`config.mk`:
```
export PLATFORM = sky130hd
export DESIGN_NAME = duty50_div
export DESIGN_NICKNAME = d
export VERILOG_FILES = /design/src/rtl/duty50_div.sv
export SDC_FILE = /design/constraint.sdc
export NUM_CORES = 1
export LEC_CHECK = 0
export CORE_AREA = 2 2 53 55
export CTS_BUF_LIST = sky130_fd_sc_hd__clkbuf_4
export CTS_CLUSTER_DIAMETER = 120
export DETAILED_ROUTE_END_ITERATION = 12
export DIE_AREA = 0 0 55 57
export GPL_TIMING_DRIVEN = 1
export PLACE_DENSITY = 0.92
export SYNTH_ARGS = -nofsm -noshare
export SYNTH_HDL_FRONTEND = slang
export SYNTH_SLANG_ARGS = --single-unit
```
`constraint.sdc`:
```
create_clock -name clk -period 4.2 [get_ports clk]
set_input_delay 0.84 -clock clk [delete_from_list [all_inputs] [get_ports clk]]
set_output_delay 0.84 -clock clk [all_outputs]
set_load 0.005 [all_outputs]
```
`src/rtl/duty50_div.sv`:
```
// duty50_div: programmable clock divider with a 50% duty cycle for any divisor N >= 2.
// Even N needs only posedge logic. For odd N, a negedge copy of the high phase
// stretches the output by half a clk period. Divisor changes and stops wait for
// the current period to end, so the output never shows a runt pulse.
module duty50_div #(
    parameter int WIDTH = 8
) (
    input  logic             clk,
    input  logic             reset,
    input  logic             en,
    input  logic [WIDTH-1:0] div,
    output logic             out,
    output logic             tick,
    output logic             active,
    output logic             pend,
    output logic             err
);

    logic [WIDTH-1:0] cnt;
    logic [WIDTH-1:0] cnt_nxt;
    logic [WIDTH-1:0] div_r;
    logic [WIDTH-1:0] div_r_nxt;
    logic             out_p;
    logic             out_p_nxt;
    logic             out_n;
    logic             tick_nxt;
    logic             active_nxt;
    logic             err_nxt;

    logic [WIDTH-1:0] last_cnt;     // count value of the final clk period: div_r-1
    logic [WIDTH:0]   cnt_inc;      // cnt+1, one bit wider so it cannot wrap
    logic [WIDTH:0]   half_div;     // floor(div_r/2) at the same width as cnt_inc
    logic             at_boundary;
    logic             div_ok;       // requested divisor is >= 2

    assign last_cnt    = div_r - {{(WIDTH-1){1'b0}}, 1'b1};
    assign cnt_inc     = {1'b0, cnt} + {{WIDTH{1'b0}}, 1'b1};
    assign half_div    = {2'b00, div_r[WIDTH-1:1]};
    assign at_boundary = (cnt == last_cnt);
    assign div_ok      = |div[WIDTH-1:1];

    // Next-state logic: idle/start, counting, and the period-boundary decision.
    always_comb begin
        // NOTE: every variable gets a default before any branch; a path that skipped
        // one would make synthesis infer a latch to hold it.
        cnt_nxt    = cnt;
        div_r_nxt  = div_r;
        out_p_nxt  = out_p;
        tick_nxt   = 1'b0;
        active_nxt = active;
        err_nxt    = err;

        if (!active) begin
            out_p_nxt = 1'b0;
            if (en && div_ok) begin
                div_r_nxt  = div;
                cnt_nxt    = '0;
                out_p_nxt  = 1'b1;
                tick_nxt   = 1'b1;
                active_nxt = 1'b1;
                err_nxt    = 1'b0;
            end else begin
                // Refused start if en is high, otherwise a quiet idle clears the flag.
                err_nxt = en;
            end
        end else if (!at_boundary) begin
            cnt_nxt   = cnt_inc[WIDTH-1:0];
            out_p_nxt = (cnt_inc < half_div);
        end else if (en && div_ok) begin
            // Reload at the boundary: the new divisor takes effect cleanly here.
            div_r_nxt = div;
            cnt_nxt   = '0;
            out_p_nxt = 1'b1;
            tick_nxt  = 1'b1;
        end else begin
            active_nxt = 1'b0;
            out_p_nxt  = 1'b0;
            cnt_nxt    = '0;
            if (en) begin
                err_nxt = 1'b1;
            end
        end
    end

    // Posedge state register with asynchronous clear.
    always_ff @(posedge clk or posedge reset) begin
        // NOTE: sequential state uses non-blocking assignments so every register
        // samples the pre-edge values, independent of statement order.
        if (reset) begin
            cnt    <= '0;
            div_r  <= '0;
            out_p  <= 1'b0;
            tick   <= 1'b0;
            active <= 1'b0;
            err    <= 1'b0;
        end else begin
            cnt    <= cnt_nxt;
            div_r  <= div_r_nxt;
            out_p  <= out_p_nxt;
            tick   <= tick_nxt;
            active <= active_nxt;
            err    <= err_nxt;
        end
    end

    // Half-period delayed copy of the high phase, used to stretch odd divisors.
    always_ff @(negedge clk or posedge reset) begin
        if (reset) begin
            out_n <= 1'b0;
        end else begin
            out_n <= out_p;
        end
    end

    // The output is a plain OR of two flops: rising edges come only from out_p (posedge),
    // and the extension is gated off for even divisors.
    assign out  = out_p | (div_r[0] & out_n);
    assign pend = active & (div != div_r);

endmodule

```
; ---- After elaboration in Yosys (flattened, before gate mapping)
; Cells that the tools add are included.
[totals]
regBits = 21
in_bits = 11
out_inout_bits = 5
word_cells = 40
[classes]
add_sub_neg = 2
order_cmp = 1
n_eq_ne = 5
n_mux = 18
bitwise = 3
n_reduce_logical = 4
[op_table]
columns = operator, count
row1 = $mux 8, 6
row2 = $mux 1, 12
row3 = $add 8x1->9 const B, 1
row4 = $lt 9x7->1, 1
row5 = $eq 8x8->1, 1
row6 = $ne 8x8->1, 1
row7 = $sub 8x1->8 const B, 1
row8 = $reduce_or 7->1, 1
row9 = $ne 2x2->1 const B, 2
row10 = $reduce_and 3->1, 1
row11 = $and 1x1->1, 2
row12 = $ne 2x1->1 const B, 1
row13 = $reduce_bool 2->1, 1
row14 = $logic_and 1x1->1, 1
row15 = $or 1x1->1, 1

; ---- Depth between registers and ports, before layout
; Gate-level depths: netlist of run 1.
[depth]
ltp_word = 5
ltp_mapped = 11
depth_no_buf = 9

==> impl_results.md, run 1 <==
* CTS tree: done
* Peak VDD IR at 493 µV
* Clock Latency Late Sink at 0.32 ns
* Crit. End Element: output port
* Routability cong. at 0.831
* Tightest Pin Transition at 0.800 ns
* Cells after Synth at 162
* Critical Path Fanout Max at 1
* Placed inst area at 1660 µm²
* Initial Utilization at 57.8%
* EDFF count, synth at 0
* Drc violations at 0
* Wire length per cell at 16.0 µm
* Clk_skew at 0.00880 ns
* Worst Path Class, Setup: register to output port
* Vias in the first global route at 1276
* Outcome: completed
* TritonCTS Buffers at 3
* WHS Path Cells at 2
* Setup violators final at 0
* R2R Path Start: div_r[0]
* FF-to-FF path depth at 8
* Synthesized area at 1510 µm²
* Top-area cell type share of the netlist area at 33.1%
* Grt met1 use at 33.4%
* R2R setup slack at 1.25 ns
* Antenna cells at 0
* Synth unique cells at 37
* Worst setup SP type: register
* Synth-to-layout area growth at 11.3%
* DIE WIDTH at 55 µm
* Root Buffer: clkbuf_4
* Max_slew headroom at 46.0%
* Port Buffer Count at 15
* Synth warn at 0
* WHS Endpoint: cnt[1]
* Clk slew on worst S/H paths at 0.12 ns
* Final hold violations at 0
* Worst path max stage delay at 0.34 ns
* Die area at 3140 µm²
* Min-Delay Path Class: register to register
* Drt first pass iters at 4
* Final Max Tran Viols at 0
* Core area at 2620 µm²
* Row cnt at 19
* Slowest CP cell: dfrtn_1
* Initial antenna violation count at 0
* Post-route cell area at 1680 µm²
* Post-detail-place hpwl at 2490 µm
* CP top delay family: flip-flops
* Mean number of vias per cell at 6.02
* Sequential area share after synthesis at 34.7%
* Worst endpoint required time at 3.36 ns
* Crit path buf inv count at 1
* M2 GR Usage at 38.3%
* GR peak layer: met2
* #FFs+latches synth at 21
* Vias at 1223
* Cell taking the most area after synthesis: dfrtp_1
* Clk buf depth at 2
* I/O pins at 16
* Clk sink count at 21
* Ys flop type: dfrtp_1
* First-pass GRT wire length at 5580 µm
* Critical path cell sequence: a21o_1, dlygate4sd2_1
* Worst reg2reg path endpoint: div_r[2]
* Layout cell share with drive strength beyond 1 at 10.5%
* Leak at 0.743 nW
* Final ANT Viol Nets at 0
* Initial DRC count at 41
* Post-CTS setup buffers at 0
* Worst hold start: cnt[1]
* Most numerous cell in the Yosys netlist: dfrtp_1
* Grt total ovfl at 0
* GRT Util Overall at 24.7%
* DRT Wirelength at 3260 µm
* Ys async rst share at 100%
* Pwr dens at 718 nW/µm²
* CTS resizes at 1
* Critical Path AT at 3.16 ns
* Final-stage net count at 192
* Total Power at 0.00121 W
* Max Cap Viol at 0
* Die height at 57 µm
* Unrepaired setup endpoints after global routing: false
* Mapped Nets at 181
* Commonest cells in the netlist: dfrtp_1 (20), nand2_1 (19), xor2_1 (18)
* H-Tree Depth at 1
* Largest net degree at the start of global routing at 21
* Setup TNS at 0 ns
* Grt met3 use at 2.62%
* Hold-fix buffers, CTS at 0
* Synth top area cells: dfrtp_1 (33%), xor2_1 (10%), ha_1 (6.6%), mux2_2 (6.0%), xnor2_1 (5.2%)
* Mean Syn Cell Area at 9.34 µm²
-- power by group --
| group | total (W) | internal, W | switching (W) |
|---|---|---|---|
| combinational | 0.000643 | 0.000322 | 0.000321 |
| sequential | 0.000460 | 0.000290 | 0.000170 |
| clock | 0.000106 | 0.0000365 | 0.0000691 |
-- stage by stage --
| step | setup slack (ns) | hold slack [ns] | utilization, % | std cells |
|---|---|---|---|---|
| after floorplan | 0.781 | 0.524 | - | 162 |
| after CTS | 0.180 | 0.610 | 64.4 | 203 |
| after global routing | 0.132 | 0.652 | 64.4 | 203 |
| after detailed placement | 0.299 | 0.582 | 63.3 | 199 |
| final | 0.197 | 0.612 | 64.4 | 203 |
| after global placement | 0.306 | 0.559 | 63.3 | 199 |
-- logic make-up after synthesis --
group | Yosys count | share of synthesized area, %
AND/OR/NAND/NOR | 45 | 13.8
XOR/XNOR | 27 | 15.6
multiplexers | 9 | 6.62
AO/OA/AOI/OAI | 30 | 15.8
flip-flops | 21 | 34.7
adder cells (fa/ha/maj) | 8 | 6.62
buffers and inverters | 22 | 6.78
-- worst reg2reg max path: stages, from the launching register on --
cell	delay, ns
dfrtp_1	0.54
inv_1	0.08
ha_1	0.31
o21bai_1	0.19
a211oi_1	0.24
a31oi_1	0.06
o211a_2	0.30
o41ai_4	0.71
mux2_2	0.41
-- placed cells by master, fill, tap and decap left out, drive strengths merged, types with 3 or more instances in the layout --
master,count
nand3,6
nor4,4
xor2,18
mux2,8
a211oi,7
ha,8
clkbuf,3
xnor2,9
a21oi,4
o21ai,5
nor2,7
dfrtp,20
inv,11
nand2,19
clkdlybuf4s50,14
-- worst max path at each step --
stage | to | cells after the start | startpoint
3_3_place_gp | out | 2 | out_n
2_1_floorplan | out | 1 | out_n
4_1_cts | out | 2 | out_n
3_5_place_dp | out | 2 | out_n
5_1_grt | out | 2 | out_n
6_report | out | 2 | out_n
-- final cells by class --
| type | count | area [µm²] |
|---|---|---|
| Clock buffer | 3 | 22.5 |
| Clock inverter | 1 | 7.51 |
| Fill cell | 218 | 931 |
| Inverter | 11 | 41.3 |
| Multi-Input combinational cell | 119 | 885 |
| Sequential cell | 21 | 526 |
| Tap cell | 31 | 38.8 |
| Timing Repair Buffer | 17 | 164 |
-- metal layers --
metal  vias to the layer above  wire length [µm]
li1                        584                 -
met1                       593              1410
met2                        31              1610
met3                        15               116
met4                         0               117
met5                         -                 0
-- flip-flops by register name, indices dropped and copies added, names as in the netlist --
| signal | cells |
|---|---|
| cnt | 8 |
| div_r | 8 |
| active | 1 |
| err | 1 |
| out_n | 1 |
| out_p | 1 |
| tick | 1 |
Power figures use the tool's default switching activity.
==> run 2, diff against run 1 <==
--- a/config.mk
+++ b/config.mk
@@ -10,8 +10,9 @@
 export CTS_CLUSTER_DIAMETER = 120
 export DETAILED_ROUTE_END_ITERATION = 12
 export DIE_AREA = 0 0 55 57
-export GPL_TIMING_DRIVEN = 1
+export GPL_TIMING_DRIVEN = 0
 export PLACE_DENSITY = 0.92
+export SKIP_LAST_GASP = 1
 export SYNTH_ARGS = -nofsm -noshare
 export SYNTH_HDL_FRONTEND = slang
 export SYNTH_SLANG_ARGS = --single-unit
==> run 2 against run 1 <==
  * Setup slack better by 0.0071 ns
  * Count of clock-buffer cells in the layout is 1 higher
  * Largest cell class unchanged
  * Highest routed layer unchanged
  * Sequential share of layout area decreased by 0.83 points
  * Sequential power decreased by 18%
  * Core utilization is 1.8 points higher
  * Critical endpoint unchanged
  * Clock power about the same
==> impl_results.md, run 2 (synthesis results as in run 1) <==
* DRT Wirelength at 3580 µm (+9.8%)
* Clk_skew at 0.00504 ns (-0.00376 ns)
* Post-CTS setup buffers at 0 (unchanged)
* Vias in the first global route at 1297 (+1.6%)
* Final ANT Viol Nets at 0 (unchanged)
* Final hold violations at 0 (unchanged)
* Drt first pass iters at 4 (unchanged)
* Largest net degree at the start of global routing at 22 (+4.8%)
* Initial DRC count at 51 (+24%)
* Logic pwr share at 61.8% (+8.6 points)
* Dpl ws at 0.304 ns (+0.00461 ns)
* Post-detail-place hpwl at 2700 µm (+8.4%)
* Min-Delay Path Class: register to register
* GRT Util Overall at 27.2% (+2.5 points)
* Clk buf depth at 2 (unchanged)
* Grt total ovfl at 0 (unchanged)
* Layout cell share with drive strength beyond 1 at 11.6% (+1.1 points)
* Outcome: completed
* Row cnt at 19 (unchanged)
* R2R Path Start: div_r[1]
* Worst reg2reg path endpoint: div_r[0]
* Clock Latency Late Sink at 0.31 ns (about the same)
* Setup violators final at 0 (unchanged)
* Critical Path AT at 3.16 ns (about the same)
* CTS tree: done
* Unrepaired setup endpoints after global routing: false
* # fillers at 203 (-6.9%)
* Most frequent cells in the layout: dfrtp_1 (20), nand2_1 (19), xor2_1 (18)
* Port Buffer Count at 15 (unchanged)
* Drc violations at 0 (unchanged)
* Multi-input logic area at 885 µm² (unchanged)
* Critical Path Fanout Max at 1 (unchanged)
* Hold-fix buffers, CTS at 0 (unchanged)
* Final Worst Setup Slack at 0.204 ns (+0.00705 ns)
* CTS resizes at 1 (unchanged)
* Worst Path Class, Setup: register to output port
* Synth-to-layout area growth at 14.4%
* Die height at 57 µm (unchanged)
* Final-stage net count at 201 (+4.7%)
* H-Tree Depth at 1 (unchanged)
* Worst path max stage delay at 0.34 ns (about the same)
* Most common cell after layout, fill and taps aside: dfrtp_1
* Initial Utilization at 57.8% (unchanged)
* Wire length per cell at 16.9 µm (+5.2%)
* Reg area at 526 µm² (unchanged)
* Die area at 3140 µm² (unchanged)
* I/O pins at 16 (unchanged)
* Max Cap Viol at 0 (unchanged)
* Max_slew headroom at 45.5% (-0.55 points)
* Critical path cell sequence: a21o_1, dlygate4sd2_1
* Crit. End Element: output port
* TritonCTS Buffers at 3 (unchanged)
* Setup TNS at 0 ns (unchanged)
* Switching share of power at 45.7% (-0.63 points)
* Clk sink count at 21 (unchanged)
* WHS Path Cells at 2 (unchanged)
* Worst setup SP type: register
* R2R setup slack at 1.11 ns (-0.14 ns)
* Routability cong. at 0.853 (+2.6%)
* Sequential Power Share at 29.7% (-8.4 points)
* Clock share of power at 8.5% (-0.2 points)
* Root Buffer: clkbuf_4
* P_int at 0.000693 W (+6.8%)
* First-pass GRT wire length at 6160 µm (+10%)
* Tightest Pin Transition at 0.817 ns (+0.0176 ns)
* Vias at 1277 (+4.4%)
* Slowest CP cell: dfrtn_1
* FF-to-FF path depth at 10 (+2)
* Mean number of vias per cell at 6.02 (about the same)
* Leak at 0.769 nW (+3.6%)
* Peak VDD IR at 562 µV (+14%)
* Sw Pwr at 0.000583 W (+4.1%)
* Antenna cells at 0 (unchanged)
* Clk slew on worst S/H paths at 0.12 ns (about the same)
* Pwr dens at 737 nW/µm² (+2.7%)
* Worst hold start: cnt[4]
* Biggest regs: cnt (8), div_r (8)
* Initial antenna violation count at 0 (unchanged)
* WHS Endpoint: cnt[4]
* Final Max Tran Viols at 0 (unchanged)
* Worst endpoint required time at 3.36 ns (about the same)
* DIE WIDTH at 55 µm (unchanged)
* Core area at 2620 µm² (unchanged)
[run 2: changes by cell type in the layout (fill, tap and decap cells not counted)]
cell        previous run  this run
clkinvlp_4             1         0
buf_4                  2         3
buf_6                  0         1
buf_2                  0         1
clkbuf_1               0         6
clkbuf_4               3         4
[run 2: layout make-up]
type                    count  area share [%]
clock buffers               4            1.74
inverters                  11            2.39
multi-input cells         119            51.1
flip-flops and latches     21            30.4
repair buffers             15            8.60
plain buffers              11            3.54
well taps                  31            2.24
[run 2: how the worst max path moves through the flow]
stage,startpoint,to,slack (ns),cells after the start
after detailed placement,out_n,out,0.30,2
final,out_n,out,0.20,2
after CTS,out_n,out,0.19,2
after global placement,out_n,out,0.31,2
after floorplan,out_n,out,0.78,1
after global routing,out_n,out,0.16,2
[run 2: metal layers]
layer  track usage, %  wire (µm)  vias to the layer above
met5                0          0                        -
met4             10.1        102                        0
met3             4.71        181                       14
met2             44.2       1820                       46
met1             35.7       1480                      610
li1                 -          -                      607
[run 2: power groups by stage]
stage | clock, W | combinational (W) | sequential (W)
floorplan | 0 | 0.000601 | 0.000359
global route | 0.000118 | 0.000874 | 0.000392
global placement | 0 | 0.000714 | 0.000376
CTS | 0.000111 | 0.000779 | 0.000377
detailed placement | 0 | 0.000772 | 0.000383
finish | 0.000108 | 0.000788 | 0.000379
[run 2: critical path: cells and delay by family (launching register included)]
| kind | cells | cell delay (ns) |
|---|---|---|
| buf+inv | 1 | 0.25 |
| flops | 1 | 0.34 |
| compound gates | 1 | 0.16 |
[run 2: through the flow]
step | hold slack (ns) | area (µm²) | cells | util, % | total power (W)
finish | 0.599 | 1730 | 212 | 66.2 | 0.00128
global route | 0.638 | 1730 | 212 | 66.2 | 0.00138
CTS | 0.596 | 1730 | 212 | 66.2 | 0.00127
detailed placement | 0.566 | 1700 | 208 | 65.1 | 0.00115
global placement | 0.562 | 1700 | 208 | 65.1 | 0.00109
floorplan | 0.524 | 1510 | 162 | - | 0.000960
